`config.mk`:
```
export PLATFORM = sky130hd
export DESIGN_NAME = uart_rx_deframer
export DESIGN_NICKNAME = d
export VERILOG_FILES = /design/src/rtl/uart_pkg.sv /design/src/rtl/sync_2ff.sv /design/src/rtl/uart_rx_deframer.sv
export SDC_FILE = /design/constraint.sdc
export NUM_CORES = 1
export LEC_CHECK = 0
export CAP_MARGIN = 20
export CORE_MARGIN = 5
export CORE_UTILIZATION = 49
export DETAILED_ROUTE_END_ITERATION = 10
export PLACE_DENSITY_LB_ADDON = 0.12
export SLEW_MARGIN = 20
export SYNTH_ARGS = -nofsm -noshare
export SYNTH_HDL_FRONTEND = slang
export SYNTH_SLANG_ARGS = --single-unit
```
`constraint.sdc`:
```
create_clock -name clk -period 1.63 [get_ports clk]
set_input_delay 0.2445 -clock clk [delete_from_list [all_inputs] [get_ports clk]]
set_output_delay 0.2445 -clock clk [all_outputs]
set_load 0.02 [all_outputs]
```
`src/rtl/uart_pkg.sv`:
```
// Shared UART definitions: receive-side state encoding and the frame data width
// that the future TX framer will also use.
package uart_pkg;

    localparam int unsigned UART_DATA_BITS = 8;

    typedef enum logic [2:0] {
        IDLE,
        START,
        DATA,
        STOP,
        BREAK
    } rx_state_t;

endpackage

```
`src/rtl/sync_2ff.sv`:
```
// Single-bit two-flop synchroniser for asynchronous inputs; both flops load
// RESET_VALUE under synchronous reset so the output is a known level immediately.
module sync_2ff #(
    parameter logic RESET_VALUE = 1'b1
) (
    input  logic clk,
    input  logic rst,
    input  logic d,
    output logic q
);

    logic meta;

    always_ff @(posedge clk) begin
        if (rst) begin
            meta <= RESET_VALUE;
            q    <= RESET_VALUE;
        end else begin
            meta <= d;
            q    <= meta;
        end
    end

endmodule

```
`src/rtl/uart_rx_deframer.sv`:
```
// 8N1 serial receiver front end: synchronises the line, rejects false starts,
// samples data mid-bit and reports good bytes, framing errors and overruns.
module uart_rx_deframer
    import uart_pkg::*;
#(
    parameter int unsigned CLKS_PER_BIT = 16
) (
    input  logic       clk,
    input  logic       rst,
    input  logic       rx_serial_in,
    input  logic       fifo_full,
    output logic [7:0] rx_data,
    output logic       rx_wr_en,
    output logic       frame_err,
    output logic       overrun,
    output logic       busy
);

    localparam int unsigned CNT_W = $clog2(CLKS_PER_BIT);
    localparam int unsigned HALF  = CLKS_PER_BIT / 2;

    localparam logic [CNT_W-1:0] HALF_LAST = CNT_W'(HALF - 1);
    localparam logic [CNT_W-1:0] BIT_LAST  = CNT_W'(CLKS_PER_BIT - 1);
    localparam logic [2:0]       IDX_LAST  = 3'(UART_DATA_BITS - 1);

    logic                      rx_s;
    rx_state_t                 state;
    logic [CNT_W-1:0]          cnt;
    logic [2:0]                idx;
    logic [UART_DATA_BITS-1:0] sh;

    sync_2ff #(
        .RESET_VALUE(1'b1)
    ) u_rx_sync (
        .clk(clk),
        .rst(rst),
        .d  (rx_serial_in),
        .q  (rx_s)
    );

    // busy is registered alongside the state so it tracks "state != IDLE" exactly.
    always_ff @(posedge clk) begin
        if (rst) begin
            state     <= IDLE;
            cnt       <= '0;
            idx       <= '0;
            sh        <= '0;
            rx_data   <= '0;
            rx_wr_en  <= 1'b0;
            frame_err <= 1'b0;
            overrun   <= 1'b0;
            busy      <= 1'b0;
        end else begin
            rx_wr_en  <= 1'b0;
            frame_err <= 1'b0;
            overrun   <= 1'b0;

            case (state)
                IDLE: begin
                    if (!rx_s) begin
                        state <= START;
                        cnt   <= '0;
                        busy  <= 1'b1;
                    end
                end

                START: begin
                    if (cnt == HALF_LAST) begin
                        if (!rx_s) begin
                            state <= DATA;
                            cnt   <= '0;
                            idx   <= '0;
                        end else begin
                            state <= IDLE;
                            busy  <= 1'b0;
                        end
                    end else begin
                        cnt <= cnt + 1'b1;
                    end
                end

                DATA: begin
                    if (cnt == BIT_LAST) begin
                        cnt <= '0;
                        sh  <= {rx_s, sh[UART_DATA_BITS-1:1]};
                        if (idx == IDX_LAST) begin
                            state <= STOP;
                        end else begin
                            idx <= idx + 1'b1;
                        end
                    end else begin
                        cnt <= cnt + 1'b1;
                    end
                end

                STOP: begin
                    if (cnt == BIT_LAST) begin
                        cnt <= '0;
                        if (rx_s) begin
                            state <= IDLE;
                            busy  <= 1'b0;
                            if (fifo_full) begin
                                overrun <= 1'b1;
                            end else begin
                                rx_data  <= sh;
                                rx_wr_en <= 1'b1;
                            end
                        end else begin
                            state     <= BREAK;
                            frame_err <= 1'b1;
                        end
                    end else begin
                        cnt <= cnt + 1'b1;
                    end
                end

                BREAK: begin
                    // A held-low line stays here, so only one frame_err is reported.
                    if (rx_s) begin
                        state <= IDLE;
                        busy  <= 1'b0;
                    end
                end

                default: begin
                    state <= IDLE;
                    busy  <= 1'b0;
                end
            endcase
        end
    end

endmodule

```
==> summary.txt <==
Power
  – Psw: 0.305 mW
  – Register share of total power: 59.6%
  – P per Cell Area: 763 nW/um^2
  – Sw Ratio: 22.8%
  – Int Pwr: 1.03 mW
  – Clock network power share: 35.5%
  – Logic pwr share: 4.9%
  – Worst vdd ir: 0.649 mV
  – Post-layout total power: 1.34 mW
  – Leakage power: 0.662 nW

Synth
  – Register area share after synthesis: 45.1%
  – Synth area leader: dfxtp_1
  – Post-Syn Nets: 151
  – Syn Area/Cell: 9.87 um^2
  – Post-synth EDFFs: 0
  – Ys Warns: 0
  – Mapped Area: 1420 um^2
  – Area share of the leading cell type in the synthesized netlist: 45.1%
  – Largest cells by area after synthesis: dfxtp_1 45%, mux2i_1 12%, nor2_1 6.1%
  – Mapped Cells: 144
  – Ys async rst share: 0%
  – Primary FF master, synth: dfxtp_1
  – Count of state elements after synthesis: 32
  – Yosys cell types: 42

Timing
  – Fmax: 0.644 GHz
  – Worst Clk Skew: 10.3 ps
  – Worst-margin pin slew: 361 ps
  – RSZ-0062 raised after global routing: false
  – Endpoints failing setup: 0
  – Period utilization: 95.2%
  – Setup WS post-layout: 78.0 ps
  – Max-slew violations: 0
  – Endpoints failing hold: 0
  – Worst slew margin: 75.9%
  – Post-layout min period: 1550 ps
  – Sum Neg Setup Slack: 0 ps

Drt
  – Detailed-route DRC error count: 0
  – Detail Route Antenna Nets: 0
  – Starting DRT DRC Count: 43
  – Drt wl/cell: 14.0 um
  – Initial DRT Pass Iterations: 4
  – DRT Wirelength: 2800 um
  – Via count: 1131
  – Vias per inst: 5.66

Worst setup path
  – WP data required: 1860 ps
  – Worst-path maximum fanout: 3
  – Startpoint type of the worst setup path: flop
  – CP endpoint kind: flop
  – Worst path arrival time: 1780 ps
  – Critical path class: flop to flop
  – R2R setup slack: 80 ps

Final layout
  – Layout cell share with drive strength beyond 1: 19.5%
  – Design Area, Final: 1750 um^2
  – Area grow syn2layout: 23.2%
  – # diodes: 0
  – Finished Layout Cells: 200
  – Fin nets: 175

Place
  – DP Wirelength: 1960 um
  – Placed Instance Area: 1670 um^2
  – Placed Cells: 191
  – Port buffer count: 15
  – Gpl congestion: 0.880
  – Pre-CTS setup slack: 10.4 ps

Floorplan
  – Num ports: 16
  – Die X: 63.9 um
  – Die Area: 4080 um^2
  – Initial Util: 51.5%
  – Core area: 2760 um^2
  – Rows: 19
  – Vert. Die Dim: 63.9 um

Global route
  – Number of global-route vias before repair: 1060
  – GRT Overall Usage: 14.8%
  – First-pass GRT wire length: 4940 um
  – Grt total ovfl: 0
  – Initial antenna violation count: 0
  – Largest net degree at the start of global routing: 32

Outcome
  – Outcome: finished clean

Clock tree
  – CTS tree: done
  – Clk Tree Root Cell: clkbuf_4
  – # hold bufs at CTS: 0
  – Clk pin slew, worst setup/hold paths: 100 ps
  – Worst-case clock buffer depth: 2
  – Total CTS buffers: 5
  – H-tree depth: 2
  – Clk_lat worst skew: 330 ps
  – Clock Sinks: 32

Flow run
  – Max-cap violations: 0

Hold path
  – Min-delay worst type: flop to flop
==> worst max-delay path, stage by stage (launching register included) <==
cell	delay, ps
dfxtp_1	340
ha_1	200
ha_1	240
a41oi_1	310
nor2_1	70
a211oi_1	220
nor4_1	60
==> placed cells by master, fill, tap and decap left out, types with 3 or more instances in the layout <==
cell,instances
a21oi_1,4
buf_4,11
clkbuf_4,5
clkdlybuf4s50_1,15
dfxtp_1,30
inv_1,5
mux2i_1,17
nand2_1,4
nor2_1,23
nor3_1,3
o21ai_0,5
==> metrics by stage <==
| step | hold slack (ps) | utilization (%) |
|---|---|---|
| floorplan | 320 | - |
| global placement | 401 | 60.4 |
| detailed placement | 394 | 60.4 |
| CTS | 421 | 62.7 |
| global route | 446 | 63.5 |
| finish | 417 | 63.5 |
==> layer usage <==
metal	global-route usage, %	share of wire (%)	up-vias
li1	-	-	559
met1	20.6	49	531
met2	20.6	44	34
met3	5.25	5.7	7
met4	6.23	1.5	0
met5	0	0	-
==> synth_stat cells (all sizes together) (2+ instances only) <==
master,count
a21o,2
clkbuf,5
or2b,2
nor3,3
nand2,4
mux2i,17
inv,5
ha,3
nor3b,2
a31oi,2
or2,2
nor4b,2
and3,2
buf,6
nand3,2
nor4,2
o21ai,5
a21oi,4
nor2,23
nand2b,2
dfxtp,32
a22o,2
==> area by class of cell <==
type                       count  area [um^2]
fill                         233         1010
multi-input combinational     96          716
sequential                    32          643
timing repair buffer          28          273
clock buffer                   7         55.1
tap                           31         38.8
inverter                       5         18.8
clock inverter                 1         7.51
==> cell families after synthesis <==
kind of cell / Yosys count / share of synthesized area, %
compound gates: 23 / 11.5
flops: 32 / 45.1
xor+xnor: 2 / 1.23
fa+ha+maj: 3 / 2.64
buf+inv: 16 / 5.46
mux: 18 / 13.0
simple gates: 50 / 21.0
==> power groups by stage <==
stage / Clock (mW) / Combinational (mW) / Sequential, mW
floorplan: 0 / 0.0367 / 0.811
global placement: 0 / 0.0641 / 0.814
detailed placement: 0 / 0.0652 / 0.814
CTS: 0.495 / 0.0651 / 0.796
global route: 0.550 / 0.0718 / 0.799
finish: 0.474 / 0.0658 / 0.797
==> worst paths after layout <==
path / from / endpoint / depth (start not counted)
setup / recovery: idx[0] / state[0] / 6
hold / removal: u_rx_sync.meta / u_rx_sync.q / 1
setup reg to reg: idx[0] / state[0] / 6
hold reg to reg: u_rx_sync.meta / u_rx_sync.q / 1
==> registers in the layout, indices dropped and copies added (netlist names) <==
signal	flops
busy	1
cnt	4
frame_err	1
idx	3
overrun	1
rx_data	8
rx_wr_en	1
sh	8
state	3
u_rx_sync.meta	1
u_rx_sync.q	1
==> timing repair <==
item | CTS | global route
gates resized for setup | 0 | 4
setup endpoints to repair | 0 | 18
buffers inserted | 0 | 1
No activity file was read; power rests on OpenSTA's default activity.
